$ cat config.mk
export PLATFORM = sky130hd
export DESIGN_NAME = alu_share_arbiter
export DESIGN_NICKNAME = d
export VERILOG_FILES = /design/src/rtl/alu_share_arbiter.sv
export SDC_FILE = /design/constraint.sdc
export NUM_CORES = 1
export LEC_CHECK = 0
export ABC_AREA = 1
export BUFFER_PORTS_ARGS = -buffer_cell sky130_fd_sc_hd__buf_2
export CAP_MARGIN = 20
export CORE_AREA = 2 2 164 166
export CTS_CLUSTER_DIAMETER = 150
export CTS_CLUSTER_SIZE = 20
export DETAILED_ROUTE_END_ITERATION = 16
export DIE_AREA = 0 0 166 168
export GPL_ROUTABILITY_DRIVEN = 1
export PLACE_DENSITY = 0.63
export SLEW_MARGIN = 20
export SYNTH_ARGS = -nofsm -noshare
export SYNTH_HDL_FRONTEND = slang
export SYNTH_SLANG_ARGS = --single-unit
$ cat constraint.sdc
create_clock -name clk -period 5 [get_ports clk]
set_clock_uncertainty 0.2 [all_clocks]
set_input_delay 0.5 -clock clk [delete_from_list [all_inputs] [get_ports clk]]
set_output_delay 0.5 -clock clk [all_outputs]
set_load 0.005 [all_outputs]
$ cat src/rtl/alu_share_arbiter.sv
// alu_share_arbiter: shares one combinational ALU among NUM_REQ requesters, one transaction at a time.
// Build option ALU_ARB_FIXED_PRIO_EN selects fixed priority (requester 0 first) instead of round-robin.
module alu_share_arbiter #(
    parameter int BIT_WIDTH = 32,
    parameter int NUM_REQ   = 4,
    parameter int ID_W      = 2
) (
    input  logic                         clk,
    input  logic                         reset_n,
    input  logic [NUM_REQ-1:0]           req_valid,
    output logic [NUM_REQ-1:0]           req_ready,
    input  logic [5*NUM_REQ-1:0]         req_func,
    input  logic [BIT_WIDTH*NUM_REQ-1:0] req_a,
    input  logic [BIT_WIDTH*NUM_REQ-1:0] req_b,
    output logic [4:0]                   alu_func,
    output logic [BIT_WIDTH-1:0]         alu_in1,
    output logic [BIT_WIDTH-1:0]         alu_in2,
    input  logic [BIT_WIDTH-1:0]         alu_out,
    input  logic                         alu_comp,
    output logic                         rsp_valid,
    input  logic                         rsp_ready,
    output logic [ID_W-1:0]              rsp_id,
    output logic [BIT_WIDTH-1:0]         rsp_data,
    output logic                         rsp_comp,
    output logic [1:0]                   dbgState
);
    localparam logic [1:0] IDLE = 2'd0;
    localparam logic [1:0] EXEC = 2'd1;
    localparam logic [1:0] RESP = 2'd2;

    logic [1:0]           state;
    logic [4:0]           opFunc;
    logic [BIT_WIDTH-1:0] opA;
    logic [BIT_WIDTH-1:0] opB;
    logic                 grantFound;
    logic [ID_W-1:0]      grantIdx;

`ifdef ALU_ARB_FIXED_PRIO_EN
    always_comb begin
        grantFound = 1'b0;
        grantIdx   = '0;
        for (int k = 0; k < NUM_REQ; k++) begin
            if (!grantFound && req_valid[k]) begin
                grantFound = 1'b1;
                grantIdx   = ID_W'(k);
            end
        end
    end
`else
    logic [ID_W-1:0]      rrPtr;
    logic [2*NUM_REQ-1:0] dblValid;
    logic [NUM_REQ-1:0]   rotValid;
    int                   scanIdx;

    // Rotate the valid vector so bit 0 is the requester rrPtr points at.
    always_comb begin
        grantFound = 1'b0;
        grantIdx   = '0;
        scanIdx    = 0;
        dblValid   = {req_valid, req_valid} >> rrPtr;
        rotValid   = dblValid[NUM_REQ-1:0];
        for (int k = 0; k < NUM_REQ; k++) begin
            if (!grantFound && rotValid[k]) begin
                grantFound = 1'b1;
                scanIdx    = int'(rrPtr) + k;
                if (scanIdx >= NUM_REQ) scanIdx = scanIdx - NUM_REQ;
                grantIdx   = ID_W'(scanIdx);
            end
        end
    end
`endif

    // Handshakes: a request transfers on req_valid[i] & req_ready[i]; req_ready is one-hot and only
    // raised in IDLE. A response transfers on rsp_valid & rsp_ready; fields hold while rsp_valid waits.
    always_comb begin
        req_ready = '0;
        if (reset_n && state == IDLE && grantFound) req_ready = NUM_REQ'(1) << grantIdx;
    end

    assign rsp_valid = (state == RESP);
    assign alu_func  = opFunc;
    assign alu_in1   = opA;
    assign alu_in2   = opB;
    assign dbgState  = state;

    always_ff @(posedge clk) begin
        if (!reset_n) begin
            state    <= IDLE;
            opFunc   <= '0;
            opA      <= '0;
            opB      <= '0;
            rsp_id   <= '0;
            rsp_data <= '0;
            rsp_comp <= 1'b0;
`ifndef ALU_ARB_FIXED_PRIO_EN
            rrPtr    <= '0;
`endif
        end else begin
            case (state)
                IDLE: begin
                    if (grantFound) begin
                        opFunc <= req_func[5*int'(grantIdx) +: 5];
                        opA    <= req_a[BIT_WIDTH*int'(grantIdx) +: BIT_WIDTH];
                        opB    <= req_b[BIT_WIDTH*int'(grantIdx) +: BIT_WIDTH];
                        rsp_id <= grantIdx;
                        state  <= EXEC;
`ifndef ALU_ARB_FIXED_PRIO_EN
                        rrPtr  <= (int'(grantIdx) == NUM_REQ-1) ? '0 : grantIdx + 1'b1;
`endif
                    end
                end
                EXEC: begin
                    rsp_data <= alu_out;
                    rsp_comp <= alu_comp;
                    state    <= RESP;
                end
                RESP: begin
                    if (rsp_ready) state <= IDLE;
                end
                default: state <= IDLE;
            endcase
        end
    end
endmodule

==> results.env <==
CTSRESIZECOUNT=0
SYNTH_LARGEST_AREA_CELL='sky130_fd_sc_hd__nand2_1'
NETS=1884
GLOBAL_ROUTE.USAGE.MET3_PCT=4.278
WORSTREGTOREGCELLS=13
POST_SYNTH.CELL_AREA_AVG_UM2=5.562
DRC=0
POWER.LEAKAGE_nW=5.625
SYNTH_CELL_TYPE_COUNT=22
PART_OF_THE_POWER_IN_REGISTERS_PCT=22.4
POSTCTSHOLDBUFS=0
YOSYS.CELL_COUNT.TOP_TYPE='sky130_fd_sc_hd__nand2_1'
HP-CLASS='in2reg'
DETAIL_ROUTE.WIRELENGTH_UM=26580
RSZ0062_AT_GRT='false'
FINALHOLDWORSTSLACK_NS=0.1839
TIMING.FINAL.CRIT_SHARE_PCT=83.56
RELSLEWSLACK_PCT=28.68
PLACE.PORT_BUFFERS=426
CLOCK-SINKS=108
GLOBAL_ROUTE_WIRE_LENGTH_BEFORE_REPAIR_UM=42100
MAX-CAP-VIOLATIONS=0
INTPOWER_mW=2.616
CTS_TREE='yes'
MIN-DELAY-START='alu_out[28]'
GRT.TOTAL_USAGE_PCT=18.41
WL_PER_CELL_UM=13.89
PERIOD_NEEDED_NS=4.178
CRIT_ARRIVAL_NS=3.48
CTS_MAX_LEVEL=3
POWER.DENSITY_mW_PER_MM2=613.5
CLOCKROOTBUFFER='sky130_fd_sc_hd__clkbuf_16'
REQUIRED_TIME_OF_THE_WORST_SETUP_PATH_NS=4.30
CTSLONGESTPATHBUFFERS=2
FLOORPLAN.DIE.WIDTH_UM=166
YS_SEQ_ELEMENTS=108
NUMBER_OF_ANTENNA_VIOLATIONS_AT_THE_FIRST_CHECK_IN_GLOBAL_ROUTING=0
PIN_COUNT_OF_THE_BIGGEST_NET_ENTERING_GLOBAL_ROUTING=84
FINAL_CORE_UTIL_PCT=34.92
SYNTH.AREA.TOP_CELLS='sky130_fd_sc_hd__nand2_1, sky130_fd_sc_hd__dfxtp_1, sky130_fd_sc_hd__nand3_1, sky130_fd_sc_hd__nor2_1, sky130_fd_sc_hd__buf_2'
SYNTH_EDF_COUNT=0
CLOCK_PIN_SLEW_OF_THE_REGISTERS_ON_THE_WORST_CASE_SETUP_AND_HOLD_PATHS_NS=0.08
GLOBALPLACE.CONGESTION=0.8943
LAYER_CARRYING_THE_MOST_GLOBAL_ROUTE_USAGE='met2'
OVERFLOW=0
YOSYS.AREA.TOP_TYPE_SHARE_PCT=40.46
SYNTH_CELLS=1206
INITIAL_UTILIZATION_PCT=25.46
SYNTHTOPCELLSBYCOUNT='sky130_fd_sc_hd__nand2_1, sky130_fd_sc_hd__nand3_1, sky130_fd_sc_hd__dfxtp_1'
MAX_SLEW.WORST_PIN.SLEW_NS=1.069
CLOCK_LATENCY_NS=0.36
CRIT_TYPE='reg2out'
NETLIST_AREA_MM2=0.006708
MAPPEDNETLISTNETS=1523
POWER.SHARE.CLOCK_PCT=12.5
ANTENNA_CELLS=0
MIN_DELAY_WORST_ENDPOINT='rsp_data[28]'
POWER.SWITCHING_FRACTION_PCT=53.66
R2R_END='alu_in2[0]'
COREAREA_MM2=0.02635
PRECTSSETUPSLACK_NS=1.175
FIRST_GLOBAL_VIAS=8283
TOP_LEVEL_PORTS=427
REG2REG_SETUP_SLACK_NS=1.27
AREA_DELTA_SYNTH_FINAL_PCT=37.18
DRT_PASS1_ITERATIONS=5
SYNTH-ASYNC-RESET-RATIO_PCT=0
INITIALDRTVIOLATIONCOUNT=567
SETUP-TNS-FINAL_NS=0
ROWS=60
FINAL_LAYOUT_SIZE_SUFFIX_GT1_SHARE_PCT=29.52
SETUP_VIOL=0
COMBPWRFRAC_PCT=65.1
GRT.MET2_USAGE_PCT=32.85
P_SWITCHING_mW=3.029
TIMING.FINAL.MAX_SLEW_VIOLATIONS=0
RUN_STATUS='finished clean'
WORST_SETUP_PATH_END_KIND='output pin'
SETUP_SLACK_NS=0.8222
FLOORPLAN.DIE.HEIGHT_UM=168
SYNTH_SEQUENTIAL_AREA_RATIO_PCT=32.23
MIN_DELAY_PATH_DEPTH=3
TOP_FF_CELL_SYNTH='sky130_fd_sc_hd__dfxtp_1'
HPWLAFTERDP_UM=19880
MAX-VDD-IR-DROP_V=0.0003624
MAXCLOCKFREQUENCY_MHz=239.4
REPORT.POWER.TOTAL_mW=5.645
MET1_TRACK_UTILIZATION_FROM_GLOBAL_ROUTING_PCT=21.71
VIA_COUNT=8698
MAXIMUM_FANOUT_ALONG_THE_WORST_PATH=58
YOSYSWARNINGS=0
CRITPATHLAUNCHTYPE='flip-flop'
R2R-START='rrPtr[0]'
CTS_MADE_BUFFERS=9
CTS.REPAIR_TIMING.SETUP_BUFFER_COUNT=0
DRT-VIAS-PER-INSTANCE=4.547
FINAL.FILL_COUNT=2978
DRTANTENNAVIOLNETS=0
FINALHOLDVIOLATIONS=0
DIE-AREA_MM2=0.02789
## stage by stage
step                cells  instance area [um2]
floorplan            1206                 6708
global placement     1897                 8919
detailed placement   1897                 8919
CTS                  1913                 9201
global route         1913                 9201
finish               1913                 9201
## flip-flops by register name, summed over array words and instances, names as in the netlist
name      flops
rsp_data     32
rsp_comp      1
rrPtr         2
dbgState      2
alu_in1      32
alu_func      5
alu_in2      32
rsp_id        2
## routing by layer
metal | part of all wire (%) | wire length, um
met1 | 41 | 10920
met2 | 49 | 13140
met3 | 7.2 | 1917
met4 | 2.3 | 600
met5 | 0 | 0
## worst max-delay path, stage by stage (launching register included)
cell,delay (ns)
sky130_fd_sc_hd__dfxtp_1,0.55
sky130_fd_sc_hd__nand2_1,0.17
sky130_fd_sc_hd__nand2_2,0.13
sky130_fd_sc_hd__nand2_1,0.07
sky130_fd_sc_hd__nand2_1,0.13
sky130_fd_sc_hd__nor2_2,0.07
sky130_fd_sc_hd__nand3_2,0.21
sky130_fd_sc_hd__nand3_4,0.52
sky130_fd_sc_hd__inv_2,0.73
sky130_fd_sc_hd__ha_1,0.26
sky130_fd_sc_hd__inv_1,0.04
sky130_fd_sc_hd__nor2_1,0.09
sky130_fd_sc_hd__buf_2,0.13
## worst max-delay path by stage
stage | startpoint | end | slack (ns) | depth (start not counted)
floorplan | req_valid[3] | req_ready[3] | 2.59 | 13
global placement | req_valid[3] | req_ready[3] | 1.22 | 13
detailed placement | req_valid[3] | req_ready[3] | 1.17 | 13
CTS | rrPtr[0] | req_ready[3] | 0.76 | 12
global route | rrPtr[0] | req_ready[3] | 0.47 | 12
finish | rrPtr[0] | req_ready[3] | 0.82 | 12
## cell families (layout without fill, tap and decap cells)
| kind of cell | count (synthesis) | in the layout | synth area share, % |
|---|---|---|---|
| flip-flops | 108 | 108 | 32.23 |
| AO/OA/AOI/OAI | 41 | 41 | 3.059 |
| adder cells (fa/ha/maj) | 1 | 1 | 0.1865 |
| AND/OR/NAND/NOR | 955 | 955 | 56.87 |
| XOR/XNOR | 1 | 1 | 0.1306 |
| buffers and inverters | 100 | 466 | 7.517 |
## power groups by stage
stage               Clock [mW]  Combinational, mW  Sequential [mW]
CTS                      0.747               3.72             1.26
global placement             0               3.69             1.27
global route             0.768               4.24             1.29
detailed placement           0               3.71             1.28
finish                   0.708               3.67             1.26
floorplan                    0               2.71             1.28
## area by class of cell
class,instances,area (um2),share of cell area [%]
Timing Repair Buffer,435,2215,24.07
Clock buffer,9,225.2,2.448
Sequential cell,108,2162,23.50
Clock inverter,7,57.56,0.6255
Multi-Input combinational cell,998,4056,44.08
Inverter,15,58.81,0.6391
Tap cell,341,426.7,4.637
## placed cells by master, fill, tap and decap left out
master	n
sky130_fd_sc_hd__nand3_1	149
sky130_fd_sc_hd__inv_6	1
sky130_fd_sc_hd__xor2_1	1
sky130_fd_sc_hd__inv_8	2
sky130_fd_sc_hd__nor2_2	1
sky130_fd_sc_hd__nand3_4	1
sky130_fd_sc_hd__clkinvlp_4	1
sky130_fd_sc_hd__clkinv_2	2
sky130_fd_sc_hd__o21ai_0	35
sky130_fd_sc_hd__buf_4	9
sky130_fd_sc_hd__inv_2	3
sky130_fd_sc_hd__buf_12	1
sky130_fd_sc_hd__inv_4	1
sky130_fd_sc_hd__nand3_2	1
sky130_fd_sc_hd__nor2_1	71
sky130_fd_sc_hd__ha_1	1
sky130_fd_sc_hd__a21oi_1	6
sky130_fd_sc_hd__nor2_4	2
sky130_fd_sc_hd__clkinv_4	1
sky130_fd_sc_hd__nor3_1	3
sky130_fd_sc_hd__nand2_1	722
sky130_fd_sc_hd__nand4_1	1
sky130_fd_sc_hd__nand2_4	1
sky130_fd_sc_hd__inv_1	11
sky130_fd_sc_hd__nand2_2	3
sky130_fd_sc_hd__clkbuf_16	9
sky130_fd_sc_hd__buf_2	425
sky130_fd_sc_hd__dfxtp_1	108
Power figures use the tool's default switching activity.
